==> src/rtl/cpu_step_ctrl.sv <==
// cpu_step_ctrl: HALT/STEP/RUN clock-enable controller for the MIPS core, with step counter.
// Optional breakpoint-on-PC halt (BRK mode) is compiled in with macro BREAKPOINT_EN.
module cpu_step_ctrl #(
  parameter int RUN_DIV = 25_000_000,
  parameter int PC_W    = 32,
  parameter int CNT_W   = 16
) (
  input  logic             clk,
  input  logic             reset,
  input  logic             btn_step_i,
  input  logic             btn_run_i,
  input  logic [PC_W-1:0]  cpu_pc_i,
`ifdef BREAKPOINT_EN
  input  logic [PC_W-1:0]  bp_addr_i,
  input  logic             bp_valid_i,
`endif
  output logic             cpu_en_o,
  output logic [1:0]       mode_o,
  output logic [CNT_W-1:0] step_count_o,
  output logic             halted_on_bp_o
);
  localparam int DW = $clog2(RUN_DIV);
  typedef enum logic [1:0] {HALT = 2'b00, STEP = 2'b01, RUN = 2'b10, BRK = 2'b11} state_e;
  state_e             state_q, state_d;
  logic               en_q, en_d;
  logic [DW-1:0]      div_q, div_d;
  logic [CNT_W-1:0]   cnt_q, cnt_d;
  logic               step_prev_q, run_prev_q;
  logic               rise_step, rise_run, term, bp_hit;
  assign rise_step = btn_step_i & ~step_prev_q;
  assign rise_run  = btn_run_i & ~run_prev_q;
  assign term      = div_q == DW'(RUN_DIV - 1);
`ifdef BREAKPOINT_EN
  assign bp_hit = bp_valid_i && cpu_pc_i == bp_addr_i;
`else
  logic unused_pc;
  assign unused_pc = ^cpu_pc_i;
  assign bp_hit    = 1'b0;
`endif
  always_comb begin
    state_d = state_q;
    en_d    = 1'b0;
    div_d   = div_q;
    case (state_q)
      HALT, BRK: begin
        if (rise_run) begin
          state_d = RUN;
          div_d   = '0;
        end else if (rise_step) begin
          state_d = STEP;
          en_d    = 1'b1;
        end
      end
      STEP: state_d = HALT;
      RUN: begin
        // a run-button edge halts even on a terminal-count edge
        if (rise_run) begin
          state_d = HALT;
          div_d   = '0;
        end else if (!term) begin
          div_d = div_q + DW'(1);
        end else begin
          div_d   = '0;
          state_d = bp_hit ? BRK : RUN;
          en_d    = !bp_hit;
        end
      end
      default: state_d = HALT;
    endcase
    cnt_d = cnt_q + CNT_W'(en_d);
  end
  // prev flags reset high so a button held through reset yields no edge
  always_ff @(posedge clk) begin
    if (reset) begin
      state_q     <= HALT;
      en_q        <= 1'b0;
      div_q       <= '0;
      cnt_q       <= '0;
      step_prev_q <= 1'b1;
      run_prev_q  <= 1'b1;
    end else begin
      state_q     <= state_d;
      en_q        <= en_d;
      div_q       <= div_d;
      cnt_q       <= cnt_d;
      step_prev_q <= btn_step_i;
      run_prev_q  <= btn_run_i;
    end
  end
  assign cpu_en_o       = en_q;
  assign mode_o         = state_q;
  assign step_count_o   = cnt_q;
  assign halted_on_bp_o = state_q == BRK;
endmodule
==> config.mk <==
export PLATFORM = sky130hd
export DESIGN_NAME = cpu_step_ctrl
export DESIGN_NICKNAME = d
export VERILOG_FILES = /design/src/rtl/cpu_step_ctrl.sv
export SDC_FILE = /design/constraint.sdc
export NUM_CORES = 1
export LEC_CHECK = 0
export ABC_AREA = 1
export CAP_MARGIN = 10
export CORE_ASPECT_RATIO = 1.25
export CORE_MARGIN = 2
export CORE_UTILIZATION = 50
export DETAILED_ROUTE_END_ITERATION = 16
export GPL_ROUTABILITY_DRIVEN = 0
export HOLD_SLACK_MARGIN = 0.1
export PLACE_DENSITY = 0.85
export RECOVER_POWER = 100
export SETUP_SLACK_MARGIN = 0.05
export SLEW_MARGIN = 0
export SYNTH_ARGS = -nofsm -noshare
export SYNTH_HDL_FRONTEND = slang
export SYNTH_SLANG_ARGS = --single-unit
==> constraint.sdc <==
create_clock -name clk -period 3.58 [get_ports clk]
set_clock_uncertainty 0.2 [all_clocks]
set_input_delay 0.358 -clock clk [delete_from_list [all_inputs] [get_ports clk]]
set_output_delay 0.358 -clock clk [all_outputs]
set_load 0.05 [all_outputs]
==> metrics <==
status=complete, no violations; DR WL/cell=around 11 µm; # diodes=0; fmax=roughly 0.33 GHz; die boundary width=between 60 and 70 µm; CTS Buffer Depth=2; pin count of the biggest net entering global routing=25; Leakage Power=approximately 1.1 nW; Hold Buf Count CTS=0; Req. time, crit path=between 3 and 4 ns; TritonCTS clock tree=built; vias in the first global route=2103; PostCTS Resize Cnt=0; Yosys cell types=28; Post-route DRC=0; initial DRC count=64; unrepaired setup endpoints after global routing=false; Crit Path Class=reg -> reg; Critical Path Start Type=register; register bit total from synthesis=46; worst min path class=reg -> reg; CTS root buf=clkbuf_8; Worst slew margin=approximately 32%; die area=0.005402 mm²; fraction of final layout cells sized beyond drive strength 1=under 10%; Worst Tran Pin Value=1.005 ns; initial antenna violation count=0; max_cap viols=0; total power=slightly above 1 mW; Overall Global Routing Usage=19.32%; Post-Syn Area per Cell=6.876 µm²; Syn Std Cell Area=0.002414 mm²; cells after synthesis=roughly 350; sequential share of the synthesized area=38.15%; TritonCTS Buffers=5; final setup TNS=0 ns; Skew-Pair Late Insertion Delay=0.30 ns; Post-Route WL=4.744 mm; initial core utilization=between 50% and 60%; clock sinks=46; YS warnings=0; Placement Rows=28; Mapped Nets=393; setup bufs post-CTS=0; Area growth, synth to finish=14.05%; commonest non-fill, non-tap cells in the layout=nand2_1, nor2_1, inv_1; Pwr per Cell Area=about 370 mW/mm²; Max FO, Critical Path=5; # fillers=449; Placed Cells incl. Taps=430; commonest non-fill, non-tap cell in the layout=nand2_1; vias per inst=5.068; arrival time at the worst endpoint=just over 3 ns; final net count=between 400 and 500; post-route ant nets=0; drt pass-1 iters=4; die height=around 80 µm; Worst setup EP type=register; endpoints failing setup=0; remaining global-route overflow=0; routed via count=about 2.2k; Final Hold Vio Count=0; Final period util=85.85%; fin. max-slew vios=0; Post-DP HPWL=approximately 3.6 mm; core area=roughly 0.0047 mm²; non-filler cells, final=approximately 440; IO Port Bufs=23; VDD IR max=about 280 µV; Clock Pin Slew Worst Setup and Hold Paths=approximately 0.090 ns; end-of-flow core utilization=about 60%; first-pass GRT wire length=8.321 mm; IO Count=between 50 and 60; H-tree level count=2; min cycle time layout=3.073 ns
-- critical path, cell delays in order (launching register included) --
cell and delay (ns):
dfxtp_1 0.36, ha_1 0.21, nand3_1 0.12, nor2_2 0.17, inv_1 0.09, nor2_1 0.15, nand2_2 0.09, o22ai_1 0.14
nand2_1 0.10, inv_1 0.06, ha_1 0.18, ha_1 0.17, nand2_1 0.06, inv_1 0.09, nand4_1 0.14, nor2_1 0.20
nand2_1 0.15, nor2_1 0.15, nand2_1 0.06, nand2_1 0.05, nor2_1 0.04
-- path summary, 6_finish.rpt --
kind	slack [ns]	from	depth (start not counted)	end
max	0.51	div_q[0]	20	step_count_o[14]
max reg2reg	0.51	div_q[0]	20	step_count_o[14]
min reg2reg	0.29	div_q[20]	2	div_q[20]
min	0.29	div_q[20]	2	div_q[20]
-- area by class of cell --
class	instances	area (µm²)	area share, %
Multi-Input combinational cell	249	1236	44.91
Tap cell	60	75.07	2.727
Inverter	51	191.4	6.955
Clock inverter	2	12.51	0.4545
Sequential cell	46	920.9	33.45
Timing Repair Buffer	24	234.0	8.500
Clock buffer	6	82.58	3.000
-- state kept, by name, indices dropped and copies added (netlist names) --
register,count
cpu_en_o,1
run_prev_q,1
mode_o,2
step_prev_q,1
div_q,25
step_count_o,16
-- layer usage --
| metal | GRT usage, % | vias up | wire length [µm] |
|---|---|---|---|
| met5 | 0 | - | 0 |
| met3 | 2.877 | 12 | 210 |
| met2 | 35.30 | 65 | 2398 |
| met4 | 10.00 | 0 | 94 |
| li1 | - | 1140 | - |
| met1 | 21.40 | 1003 | 2040 |
-- Yosys cell counts --
cell type / count / area share [%]
ha_1: 6 / 3.1
buf_6: 3 / 1.4
o22ai_1: 2 / 0.52
dfxtp_1: 46 / 38
inv_2: 3 / 0.47
o21ai_2: 1 / 0.36
clkbuf_1: 2 / 0.31
nand2_2: 2 / 0.52
or2_2: 1 / 0.26
nand3_1: 16 / 3.3
o21bai_1: 2 / 0.62
nand2_1: 83 / 13
a21oi_1: 13 / 2.7
o21ai_0: 10 / 2.1
nand3_4: 1 / 0.73
nand2_4: 4 / 1.9
xor2_1: 11 / 4.0
nor2_4: 3 / 1.4
xnor2_1: 2 / 0.73
o21a_1: 1 / 0.31
nand3_2: 1 / 0.41
inv_1: 48 / 7.5
nor3_1: 10 / 2.1
nor2_1: 64 / 10
mux2i_1: 1 / 0.41
a211oi_1: 1 / 0.31
nand4_1: 9 / 2.3
nor2_2: 5 / 1.3
-- metrics by stage --
stage	worst slack, ns	instance area (µm²)	hold slack (ns)
floorplan	0.6582	2414	0.2513
global placement	0.6184	2685	0.2698
detailed placement	0.5630	2685	0.2785
CTS	0.5186	2780	0.2917
global route	0.1031	2753	0.3247
finish	0.5065	2753	0.2879
-- logic make-up (layout without fill, tap and decap cells) --
family | count (synthesis) | in the layout | synth area share (%)
compound gates | 30 | 30 | 6.895
xor+xnor | 13 | 13 | 4.718
fa+ha+maj | 6 | 6 | 3.110
buf+inv | 56 | 83 | 9.642
flops | 46 | 46 | 38.15
mux | 1 | 1 | 0.4147
simple gates | 199 | 199 | 37.07
-- where the power goes --
group	internal (mW)	switching, mW
sequential	0.522	0.0105
clock	0.155	0.175
combinational	0.0487	0.119
Note: power is estimated with default switching activity, not from simulation.
==> edit 1: new RTL, same settings <==
`RUN_DIV`: 25_000_000 -> 100_000_000.
--- a/src/rtl/cpu_step_ctrl.sv
+++ b/src/rtl/cpu_step_ctrl.sv
@@ -2,5 +2,5 @@
 // Optional breakpoint-on-PC halt (BRK mode) is compiled in with macro BREAKPOINT_EN.
 module cpu_step_ctrl #(
-  parameter int RUN_DIV = 25_000_000,
+  parameter int RUN_DIV = 100_000_000,
   parameter int PC_W    = 32,
   parameter int CNT_W   = 16
Check against the original RTL: same outputs for any inputs over 10 cycles, from zero or initial values and one cycle with reset high; that may be too few to reach the edited logic, so the function may still have changed.
==> edit 1 against the original RTL <==
  * Sequential cell count grew 2
  * Utilization is essentially flat
  * First-iteration DRC count grew 61%
  * Cell area grew 0.73%
  * Highest routed layer unchanged
  * Largest cell class unchanged
  * Synthesized area grew 1.0%
  * Routed wire length grew 5.8%
  * Total power grew 6.7%
  * Count of clock-buffer cells in the layout is the same
  * Setup slack lost 0.040 ns
==> edit 1: results <==
[detailed_routing]
initialDrtViolationCount = 103
drt_pre_antenna_iters = 4
postRouteWirelength_mm = 5.02
route.vias.total = 2230
met3_wirelength_um = 174
viasPerCell = 5.15
wl_met1_mm = 2.08

[critical_path]
worstReg2RegEnd = "step_count_o[12]$_SDFF_PP0_"
timing.critical_path.fanout_max = 6
cp-endpoint = "step_count_o[12]$_SDFF_PP0_"
arrival_time_of_the_worst_setup_path_ns = 3.09
reg2reg_slack_ns = 0.47
reg2regPathDepth = 16
cp_slowest_stage_delay_ns = 0.38

[sta]
max_freq_ghz = 0.321
hold-worst-slack_ns = 0.289
max-slew-margin-rel_pct = 48.6

[finish]
layout-drive-gt1-share_pct = 6.43
diodes = 0
design_area_um2 = 2770
largest_reg_flops = 27
finalNetCount = 414
fillerInstances = 435

[logic_synthesis]
synth-xor-area-share_pct = 2.51
ys_async_sr_fraction_pct = 0
yosys-mux-area-fraction_pct = 0
net_count_synth = 389
netlist_top_cells_area = "dfxtp_1, nand2_1, nor2_1, inv_1, nand3_1"
post_synthesis_adder_cell_area_fraction_pct = 3.08
avg_synthesized_cell_area_um2 = 7.03
yosysSeqAreaShare_pct = 39.4
synthDistinctLibCells = 31
synth_top_cells_by_count = "nand2_1, nor2_1, dfxtp_1, inv_1, nand3_1"
complex_gate_fraction_of_the_synthesized_area_pct = 7.75

[clocking]
max-clock-path-buffers = 2
cts_setup_buffers = 0

[run_status]
outcome = "finished, final reports clean"

[worst_hold_path]
hold_path_end = "step_count_o[13]$_SDFF_PP0_"
worstHoldStart = "step_count_o[13]$_SDFF_PP0_"

[global_route]
met3_usage_pct = 4.79
gr-usage-met2_pct = 38.5
vias_in_the_first_global_route = 2128
first_pass_grt_wire_length_mm = 8.77
grtUsageTotal_pct = 20.7
grt_use_met1_pct = 22.2

[placed_design]
dpl_worst_slack_ns = 0.380
place.detailed.hpwl_mm = 3.73
detailed_place.area_um2 = 2710

[power]
power.ir.vdd_worst_mv = 0.269
p_leak_uw = 0.00110
## edit 1: cell count changes after synthesis, moves of 3 or more
cell,delta
nand2_1,-19
nand3_1,+14
nor2_1,-10
a21oi_1,+5
nor3_1,+5
xor2_1,-5
a31oi_1,+4
inv_1,-3
## edit 1: tightest hold or removal path: cells and delay by family (launching register included)
kind | cells | cell delay (ns)
buf+inv | 1 | 0.06
compound gates | 1 | 0.05
flops | 1 | 0.34
## edit 1: where the power goes
| group | internal, uW | switching, uW |
|---|---|---|
| registers | 546 | 11.6 |
| logic | 46.4 | 111 |
| clock network | 207 | 177 |
| total | 800 | 299 |
## edit 1: cell type report
class	count	area share, %
Sequential cell	48	34.7
Clock buffer	6	2.62
Clock inverter	2	1.26
Timing Repair Buffer	23	8.30
Tap cell	60	2.71
Multi-Input combinational cell	247	44.1
Inverter	47	6.36
## edit 1: what timing repair did
action / in CTS / in global routing
setup endpoints to repair: 0 / 2
endpoints found under the hold margin: 0 / 0
resized for setup: 0 / 1
==> edit 2: new RTL, config.mk and constraints unchanged <==
Without the edit above. Put one more register stage on the output `step_count_o`. The value now appears one clock later. The other outputs are not delayed to match.
--- a/src/rtl/cpu_step_ctrl.sv
+++ b/src/rtl/cpu_step_ctrl.sv
@@ -90,5 +90,7 @@
   assign cpu_en_o       = en_q;
   assign mode_o         = state_q;
-  assign step_count_o   = cnt_q;
+  always_ff @(posedge clk) begin
+    step_count_o <= cnt_q;
+  end
   assign halted_on_bp_o = state_q == BRK;
 endmodule
Formal check against the unedited RTL: not equivalent (Yosys sat finds a counterexample within 4 cycles, from zero or initial values and one cycle with reset high).
==> edit 2 against the original RTL <==
  * Cell area is 15% higher
  * Setup slack worse by 0.035 ns
  * Synthesized area rose by 12%
  * Sequential cell count increased by 16
  * Total power rose by 45%
  * Routed wire length is 19% higher
  * Synthesized cell count is 4.6% higher
  * First-iteration DRC count rose by 42%
  * Critical path type unchanged
  * Critical endpoint is now div_q[5]$_SDFFE_PP0P_
==> edit 2: results <==
[run_status]
outcome = "finished, final reports clean"

[logic_synthesis]
ys_async_sr_fraction_pct = 0
avg_synthesized_cell_area_um2 = 7.40
post_synthesis_adder_cell_area_fraction_pct = 2.76
yosys.area.top_type_share_pct = 45.7
yosysSeqAreaShare_pct = 45.7
synth_top_cells_by_count = "nand2_1, nor2_1, dfxtp_1, inv_1, nand3_1"
yosys-mux-area-fraction_pct = 0.369
synth-xor-area-share_pct = 5.16
synthDistinctLibCells = 30
netlist_top_cells_area = "dfxtp_1, nand2_1, nor2_1, inv_1, nand3_1"
net_count_synth = 409
complex_gate_fraction_of_the_synthesized_area_pct = 6.82

[finish]
fillerInstances = 454
layout.cells.non_filler = 464
finalNetCount = 437
layout-drive-gt1-share_pct = 6.50
diodes = 0

[critical_path]
worstReg2RegEnd = "div_q[5]$_SDFFE_PP0P_"
timing.critical_path.fanout_max = 23
crit_path_start = "mode_o[0]$_SDFFE_PP0P_"
reg2regPathDepth = 7
arrival_time_of_the_worst_setup_path_ns = 3.10
reg2reg_slack_ns = 0.47
cp-endpoint = "div_q[5]$_SDFFE_PP0P_"

[worst_hold_path]
hold_path.class = "flip-flop to flip-flop"
min_path_cells = 0
worstHoldStart = "cnt_q[0]$_SDFF_PP0_"
hold_path_end = "step_count_o[0]$_DFF_P_"

[clocking]
clock_latency_ns = 0.34
cts_htree_levels = 3
cts_resized = 0
cts_made_buffers = 9
cts_root_buf = "clkbuf_8"

[placed_design]
place.detailed.hpwl_mm = 3.82
dpl_worst_slack_ns = 0.329
place_inst = 448
detailed_place.area_um2 = 2990

[run]
max_cap_violations = 0

[global_route]
grt_use_met1_pct = 21.9
grtUsageTotal_pct = 20.7
first_pass_grt_wire_length_mm = 9.99
grt_max_degree = 24
gr-usage-met2_pct = 36.6
met3_usage_pct = 6.40

[detailed_routing]
met2WireLength_mm = 2.91
met3_wirelength_um = 230
initialDrtViolationCount = 91
postRouteWirelength_mm = 5.65
route.vias.total = 2342
drt_pre_antenna_iters = 5
wl_met1_mm = 2.33

[sta]
hold-worst-slack_ns = 0.168
final-max-slew-violation-count = 0
tightestPinTransition_ns = 1.20
timing.final.crit_period_ns = 3.11

[power]
p_leak_uw = 0.00129
power.ir.vdd_worst_mv = 0.322
-- edit 2: report_power, final --
| group | switching (uW) | internal (uW) |
|---|---|---|
| Clock | 284 | 326 |
| Combinational | 128 | 46.6 |
| Sequential | 10.4 | 702 |
| Total | 422 | 1070 |
-- edit 2: area by class of cell --
class	instances	area, um2	area share [%]
Clock buffer	10	128	4.05
Clock inverter	6	70.1	2.22
Inverter	55	206	6.55
Multi-Input combinational cell	244	1200	38.0
Sequential cell	62	1240	39.3
Tap cell	64	80.1	2.54
Timing Repair Buffer	23	230	7.30
-- edit 2: logic make-up (layout without fill, tap and decap cells) --
kind of cell,count (synthesis),in the layout
AOI/OAI and AO/OA,32,32
xor gates and xnor gates,16,16
adders and majority gates,6,6
buffers and inverters,61,94
DFF,62,62
muxes,1,1
and+or+nand+nor,189,189
-- edit 2: critical path, stage by stage (launching register included) --
cell	delay [ns]
dfxtp_1	0.40
inv_1	0.06
ha_1	0.35
inv_1	0.09
o21ai_1	0.94
nand2_2	0.15
nand2_1	0.64
nor2_1	0.12
